<file path="config.mk">
export PLATFORM = sky130hd
export DESIGN_NAME = uart_program_loader
export DESIGN_NICKNAME = d
export VERILOG_FILES = /design/src/rtl/loader_pkg.sv /design/src/rtl/uart_rx_byte.sv /design/src/rtl/uart_program_loader.sv
export SDC_FILE = /design/constraint.sdc
export NUM_CORES = 1
export LEC_CHECK = 0
export CORE_MARGIN = 1.5
export CORE_UTILIZATION = 46
export CTS_CLUSTER_DIAMETER = 60
export DETAILED_ROUTE_END_ITERATION = 8
export PLACE_DENSITY = 0.74
export SYNTH_ARGS = -nofsm -noshare
export SYNTH_HDL_FRONTEND = slang
export SYNTH_SLANG_ARGS = --single-unit
</file>
<file path="constraint.sdc">
create_clock -name clk -period 2.9 [get_ports clk]
set_input_delay 0.87 -clock clk [delete_from_list [all_inputs] [get_ports clk]]
set_output_delay 0.87 -clock clk [all_outputs]
set_load 0.01 [all_outputs]
</file>
<file path="src/rtl/loader_pkg.sv">
// Shared encodings for the UART program loader: FSM states and error codes.
package loader_pkg;

   typedef enum logic [2:0] {
      StCntLo,
      StCntHi,
      StData,
      StCheck,
      StDone,
      StError
   } load_state_e;

   typedef enum logic [1:0] {
      RxIdle,
      RxStart,
      RxData,
      RxStop
   } rx_state_e;

   localparam logic [1:0] ERR_NONE  = 2'b00;
   localparam logic [1:0] ERR_FRAME = 2'b01;
   localparam logic [1:0] ERR_OVF   = 2'b10;
   localparam logic [1:0] ERR_CSUM  = 2'b11;

endpackage

</file>
<file path="src/rtl/uart_rx_byte.sv">
// 8N1 UART byte receiver: synchroniser, false-start rejection, mid-bit sampling.
module uart_rx_byte
   import loader_pkg::*;
#(
   parameter int unsigned CLKS_PER_BIT = 434
) (
   input  logic       clk,
   input  logic       rst_n,
   input  logic       rx,
   output logic [7:0] data,
   output logic       valid,
   output logic       frame_err
);

   localparam int unsigned TimerW = $clog2(CLKS_PER_BIT);
   localparam logic [TimerW-1:0] HalfBit = TimerW'(CLKS_PER_BIT / 2 - 1);
   localparam logic [TimerW-1:0] FullBit = TimerW'(CLKS_PER_BIT - 1);

   logic              rx_meta_q;
   logic              rx_sync_q;
   logic              rx_prev_q;
   rx_state_e         state_q;
   logic [TimerW-1:0] timer_q;
   logic [2:0]        bit_idx_q;
   logic [7:0]        shift_q;

   always_ff @(posedge clk or negedge rst_n) begin
      if (!rst_n) begin
         rx_meta_q <= 1'b1;
         rx_sync_q <= 1'b1;
         rx_prev_q <= 1'b1;
         state_q   <= RxIdle;
         timer_q   <= '0;
         bit_idx_q <= '0;
         shift_q   <= '0;
         data      <= '0;
         valid     <= 1'b0;
         frame_err <= 1'b0;
      end else begin
         rx_meta_q <= rx;
         rx_sync_q <= rx_meta_q;
         rx_prev_q <= rx_sync_q;
         valid     <= 1'b0;
         frame_err <= 1'b0;
         unique case (state_q)
            RxIdle: begin
               if (rx_prev_q && !rx_sync_q) begin
                  state_q <= RxStart;
                  timer_q <= '0;
               end
            end
            RxStart: begin
               // Line back high at mid start bit means a glitch, not a start bit.
               if (timer_q == HalfBit) begin
                  timer_q   <= '0;
                  bit_idx_q <= '0;
                  state_q   <= rx_sync_q ? RxIdle : RxData;
               end else begin
                  timer_q <= timer_q + 1'b1;
               end
            end
            RxData: begin
               if (timer_q == FullBit) begin
                  timer_q   <= '0;
                  shift_q   <= {rx_sync_q, shift_q[7:1]};
                  bit_idx_q <= bit_idx_q + 1'b1;
                  if (bit_idx_q == 3'd7) begin
                     state_q <= RxStop;
                  end
               end else begin
                  timer_q <= timer_q + 1'b1;
               end
            end
            RxStop: begin
               if (timer_q == FullBit) begin
                  timer_q <= '0;
                  state_q <= RxIdle;
                  if (rx_sync_q) begin
                     valid <= 1'b1;
                     data  <= shift_q;
                  end else begin
                     frame_err <= 1'b1;
                  end
               end else begin
                  timer_q <= timer_q + 1'b1;
               end
            end
            default: state_q <= RxIdle;
         endcase
      end
   end

endmodule

</file>
<file path="src/rtl/uart_program_loader.sv">
// Loads a checksummed program image from UART into instruction memory and
// holds the core until the image is complete and verified.
module uart_program_loader
   import loader_pkg::*;
#(
   parameter int unsigned CLKS_PER_BIT = 434,
   parameter int unsigned ADDR_W       = 8
) (
   input  logic              clk,
   input  logic              rst_n,
   input  logic              uart_rx,
   input  logic              load_req,
   output logic              imem_we,
   output logic [ADDR_W-1:0] imem_addr,
   output logic [31:0]       imem_wdata,
   output logic              core_hold,
   output logic              done,
   output logic [1:0]        err_code
);

   localparam logic [16:0] MaxWords = 17'(2 ** ADDR_W);

   logic [7:0]        rx_data;
   logic              rx_valid;
   logic              rx_frame_err;

   load_state_e       state_q;
   logic [ADDR_W-1:0] next_addr_q;
   logic [15:0]       count_q;
   logic [23:0]       word_q;
   logic [1:0]        byte_idx_q;
   logic [7:0]        sum_q;

   logic [15:0]       count_full;
   logic              receiving;
   logic              last_word;

   uart_rx_byte #(
      .CLKS_PER_BIT(CLKS_PER_BIT)
   ) u_rx (
      .clk      (clk),
      .rst_n    (rst_n),
      .rx       (uart_rx),
      .data     (rx_data),
      .valid    (rx_valid),
      .frame_err(rx_frame_err)
   );

   always_comb begin
      count_full = {rx_data, count_q[7:0]};
      receiving  = (state_q == StCntLo) || (state_q == StCntHi) ||
                   (state_q == StData)  || (state_q == StCheck);
      last_word  = (16'(next_addr_q) == count_q - 16'd1);
   end

   always_ff @(posedge clk or negedge rst_n) begin
      if (!rst_n) begin
         state_q     <= StCntLo;
         next_addr_q <= '0;
         count_q     <= '0;
         word_q      <= '0;
         byte_idx_q  <= '0;
         sum_q       <= '0;
         imem_we     <= 1'b0;
         imem_addr   <= '0;
         imem_wdata  <= '0;
         core_hold   <= 1'b1;
         done        <= 1'b0;
         err_code    <= ERR_NONE;
      end else begin
         imem_we <= 1'b0;
         // A restart takes priority over any byte landing in the same cycle.
         if (load_req && (state_q == StDone || state_q == StError)) begin
            state_q     <= StCntLo;
            next_addr_q <= '0;
            imem_addr   <= '0;
            byte_idx_q  <= '0;
            sum_q       <= '0;
            core_hold   <= 1'b1;
            done        <= 1'b0;
            err_code    <= ERR_NONE;
         end else if (rx_frame_err && receiving) begin
            state_q  <= StError;
            err_code <= ERR_FRAME;
         end else if (rx_valid) begin
            unique case (state_q)
               StCntLo: begin
                  count_q[7:0] <= rx_data;
                  state_q      <= StCntHi;
               end
               StCntHi: begin
                  count_q <= count_full;
                  if ({1'b0, count_full} > MaxWords) begin
                     state_q  <= StError;
                     err_code <= ERR_OVF;
                  end else if (count_full == 16'd0) begin
                     state_q <= StCheck;
                  end else begin
                     state_q <= StData;
                  end
               end
               StData: begin
                  sum_q      <= sum_q + rx_data;
                  byte_idx_q <= byte_idx_q + 1'b1;
                  case (byte_idx_q)
                     2'd0: word_q[7:0]   <= rx_data;
                     2'd1: word_q[15:8]  <= rx_data;
                     2'd2: word_q[23:16] <= rx_data;
                     default: begin
                        imem_we     <= 1'b1;
                        imem_addr   <= next_addr_q;
                        imem_wdata  <= {rx_data, word_q};
                        next_addr_q <= next_addr_q + 1'b1;
                        if (last_word) begin
                           state_q <= StCheck;
                        end
                     end
                  endcase
               end
               StCheck: begin
                  if (rx_data == sum_q) begin
                     state_q   <= StDone;
                     done      <= 1'b1;
                     core_hold <= 1'b0;
                  end else begin
                     state_q  <= StError;
                     err_code <= ERR_CSUM;
                  end
               end
               default: ;
            endcase
         end
      end
   end

endmodule

</file>
==> results.yml <==
timing:
  finalSetupViolCount: 0
  max_freq_ghz: 0.408
  maxSlewViolCount: 0
  setup_tns_ns: 0
  slew_headroom: 0.508
  grt_setup_unrepaired: "false"
  worstMarginPinSlew_ns: 0.734
  finalHoldViolations: 0
  final_min_period_over_clock_period: 0.845
  skew_ns: 0.00626
  layout_min_cycle_time_ns: 2.45
  hold_ws_ns: 0.356
critical_path:
  crit_path_max_incr_delay_ns: 0.51
  critical_path_buf_inv_count: 1
  worstPathMaxFanout: 7
  crit_arrival_ns: 2.75
  setup.worst_path.class: "flop to flop"
  cp_slowest_cell: "or4b_1"
  path_cells: "inv_1 -> ha_1 -> or3b_4 -> or4b_1 -> o311ai_1 -> a41oi_2 -> mux2_4"
  critPathCaptureType: "flop"
  critical_path.top_delay_family: "simple AND/OR/NAND/NOR gates"
  startpoint_type: "flop"
  crit_required_ns: 3.21
pwr:
  powerDensity_nw_per_um2: 567
  p_switching_mw: 1.00
  leakage_nw: 3.79
  p_comb_frac: 0.048
  peakVddDrop_mv: 0.385
  switching_share: 0.227
  pwr-share-clk: 0.492
  pwr-share-seq: 0.460
  p_int_mw: 3.42
place:
  io_buffers: 48
  gp_congestion: 0.873
  placed_area_um2: 7200
  dp.final_hpwl_um: 9320
synthesis:
  yosysUniqueCellTypes: 64
  synth_edf_count: 0
  yosys.area.top_type: "dfrtp_1"
  syn_area_um2: 6490
  synth_nets: 640
  synth_seq_cells: 141
  async_reset_ff_frac: 1.00
  yosysTopAreaCellShare: 0.528
  seq_area_frac_synth: 0.544
  avgSynthCellArea_um2: 10.5
  synthTopCellsByArea: "dfrtp_1 53%, nand2_1 8.3%, mux2_2 7.5%"
  ys.flop_type: "dfrtp_1"
  syn_inst: 617
  ys_warn_count: 0
floorplan:
  die_area_um2: 14800
  die_x_um: 122
  rows: 43
  boundaryPins: 49
  fp.dieH_um: 122
  start_util: 0.470
  design.core.area_um2: 13800
layout:
  drive_gt1_frac: 0.148
  final_core_util: 0.564
  antennaDiodeCount: 0
  n_fill_cell: 1107
  syn2layout_area_growth_pct: 20.1
  final_nets: 692
  fin_area_um2: 7800
clock_network:
  holdBufCountCts: 0
  clk_path_buf_depth: 2
  cts_tree: "built"
  numCtsBuffers: 17
  insertion_delay_ns: 0.42
  post_cts_buffers: 0
  h-tree-depth: 4
  numClockSinks: 141
  cts_resized: 0
  cts_root_buf: "clkbuf_16"
  clkTransAtPathRegs_ns: 0.06
detailed_routing:
  wl_met1_um: 6150
  routed_wl_um: 13900
  first_pass_iters: 5
  ant_nets: 0
  first_iter_violations: 337
  viasPerCell: 5.44
  num_vias: 4691
  wl_met3_um: 457
  wire_per_inst_um: 16.1
  top_layer: "met4"
  drcViolationCount: 0
  wl_met2_um: 7010
outcome:
  outcome: "finished, final reports clean"
job:
  maxCapViolations: 0
global_routing:
  grt_remaining_overflow: 0
  antenna_found_initial: 0
  grt_usage: 0.199
  grt_max_degree: 65
  grt_pass1_vias: 4723
  grt_pass1_wl_um: 22900
min_path:
  min_path_type: "flop to flop"
## path summary, 6_finish.rpt
check	from	to	slack, ns	depth (start not counted)
setup / recovery	count_q[0]$_DFFE_PN0P_	state_q[0]$_DFFE_PN0P_	0.45	7
hold / removal	u_rx.rx_meta_q$_DFF_PN1_	u_rx.rx_sync_q$_DFF_PN1_	0.36	0
setup reg to reg	count_q[0]$_DFFE_PN0P_	state_q[0]$_DFFE_PN0P_	0.45	7
hold reg to reg	u_rx.rx_meta_q$_DFF_PN1_	u_rx.rx_sync_q$_DFF_PN1_	0.36	0
max in group asynchronous	rst_n	core_hold$_DFFE_PN1P_	1.76	2
min in group asynchronous	rst_n	imem_wdata[9]$_DFFE_PN0P_	0.44	1
## synthesized netlist by cell type (all sizes together), types with 2 or more instances
library cell / count
nor2: 22
dfstp: 4
xor2: 14
ha: 18
mux2: 51
a21boi: 2
inv: 23
nand2b: 5
and4: 2
o22ai: 5
or4: 4
nor4: 5
nor4bb: 2
buf: 4
nor2b: 6
nand2: 143
o41ai: 2
nand3: 32
dfrtp: 137
and3: 4
or2: 2
o31ai: 8
a21oi: 7
o21ai: 34
a22oi: 2
nor3b: 3
xnor2: 12
clkbuf: 21
nand4: 5
mux2i: 4
nor3: 8
nor4b: 4
nand3b: 2
## sequential cells by signal, summed over array words and instances (netlist names), 8 cells and up, named ones only
name          cells
imem_addr         8
count_q          16
u_rx.shift_q      8
u_rx.data         8
imem_wdata       32
word_q           24
u_rx.timer_q      9
next_addr_q       8
sum_q             8
## per-layer routing
layer / track usage / vias to the layer above
met5: 0 / -
met4: 0.0868 / 0
met3: 0.0379 / 30
met2: 0.337 / 102
met1: 0.248 / 2342
li1: - / 2217
## kinds of logic after synthesis
logic type,synth area share
AND/OR/NAND/NOR,0.186
flip-flops,0.544
AO/OA/AOI/OAI,0.0724
multiplexers,0.0952
buffers and inverters,0.0291
XOR/XNOR,0.0351
adder cells (fa/ha/maj),0.0378
## worst reg2reg max path, stage by stage, from the launching register on
cell	delay (ns)
dfrtp_1	0.47
inv_1	0.10
ha_1	0.20
or3b_4	0.42
or4b_1	0.51
o311ai_1	0.10
a41oi_2	0.22
mux2_4	0.34
## power by group through the flow
| stage | Sequential [mW] | Combinational [mW] | Clock (mW) |
|---|---|---|---|
| final | 2.04 | 0.212 | 2.18 |
| after global routing | 2.04 | 0.238 | 2.29 |
| after CTS | 2.03 | 0.218 | 2.21 |
| after detailed placement | 2.07 | 0.218 | 0 |
| after global placement | 2.07 | 0.201 | 0 |
| after floorplan | 2.06 | 0.122 | 0 |
## cell type report
type | instances | area (µm²) | share of cell area
Sequential cell | 141 | 3530 | 0.453
Clock inverter | 14 | 169 | 0.0217
Clock buffer | 18 | 429 | 0.0550
Timing Repair Buffer | 58 | 582 | 0.0746
Inverter | 24 | 90.1 | 0.0115
Tap cell | 180 | 225 | 0.0289
Multi-Input combinational cell | 427 | 2770 | 0.355
## metrics by stage
stage	worst slack, ns	total power [mW]	instances
finish	0.451	4.42	862
global route	0.338	4.57	862
CTS	0.487	4.47	862
detailed placement	0.451	2.29	830
global placement	0.526	2.27	830
floorplan	0.620	2.18	617
## cells in the final DEF, fill, tap and decap left out, types with 2 or more instances in the layout
| cell type | n |
|---|---|
| nor4b_1 | 3 |
| nand3b_1 | 2 |
| mux2_1 | 7 |
| nand4_1 | 5 |
| nand3_1 | 32 |
| nor3_1 | 7 |
| o22ai_1 | 5 |
| o21ai_0 | 33 |
| mux2i_1 | 4 |
| clkdlybuf4s50_1 | 47 |
| nand2b_1 | 5 |
| xnor2_1 | 12 |
| clkinv_2 | 4 |
| a21oi_1 | 7 |
| buf_12 | 2 |
| clkinvlp_4 | 4 |
| nor4bb_1 | 2 |
| buf_4 | 8 |
| nor2b_1 | 6 |
| inv_1 | 23 |
| a22oi_1 | 2 |
| bufinv_16 | 3 |
| nor4_1 | 3 |
| o41ai_1 | 2 |
| or4_1 | 4 |
| o31ai_1 | 8 |
| mux2_2 | 43 |
| a21boi_0 | 2 |
| dfstp_2 | 4 |
| dfrtp_1 | 137 |
| and3_1 | 4 |
| nor3b_2 | 2 |
| clkbuf_16 | 17 |
| nand2_1 | 143 |
| and4_1 | 2 |
| nor2_1 | 22 |
| ha_1 | 18 |
| xor2_1 | 14 |
Note: power is estimated with default switching activity, not from simulation.
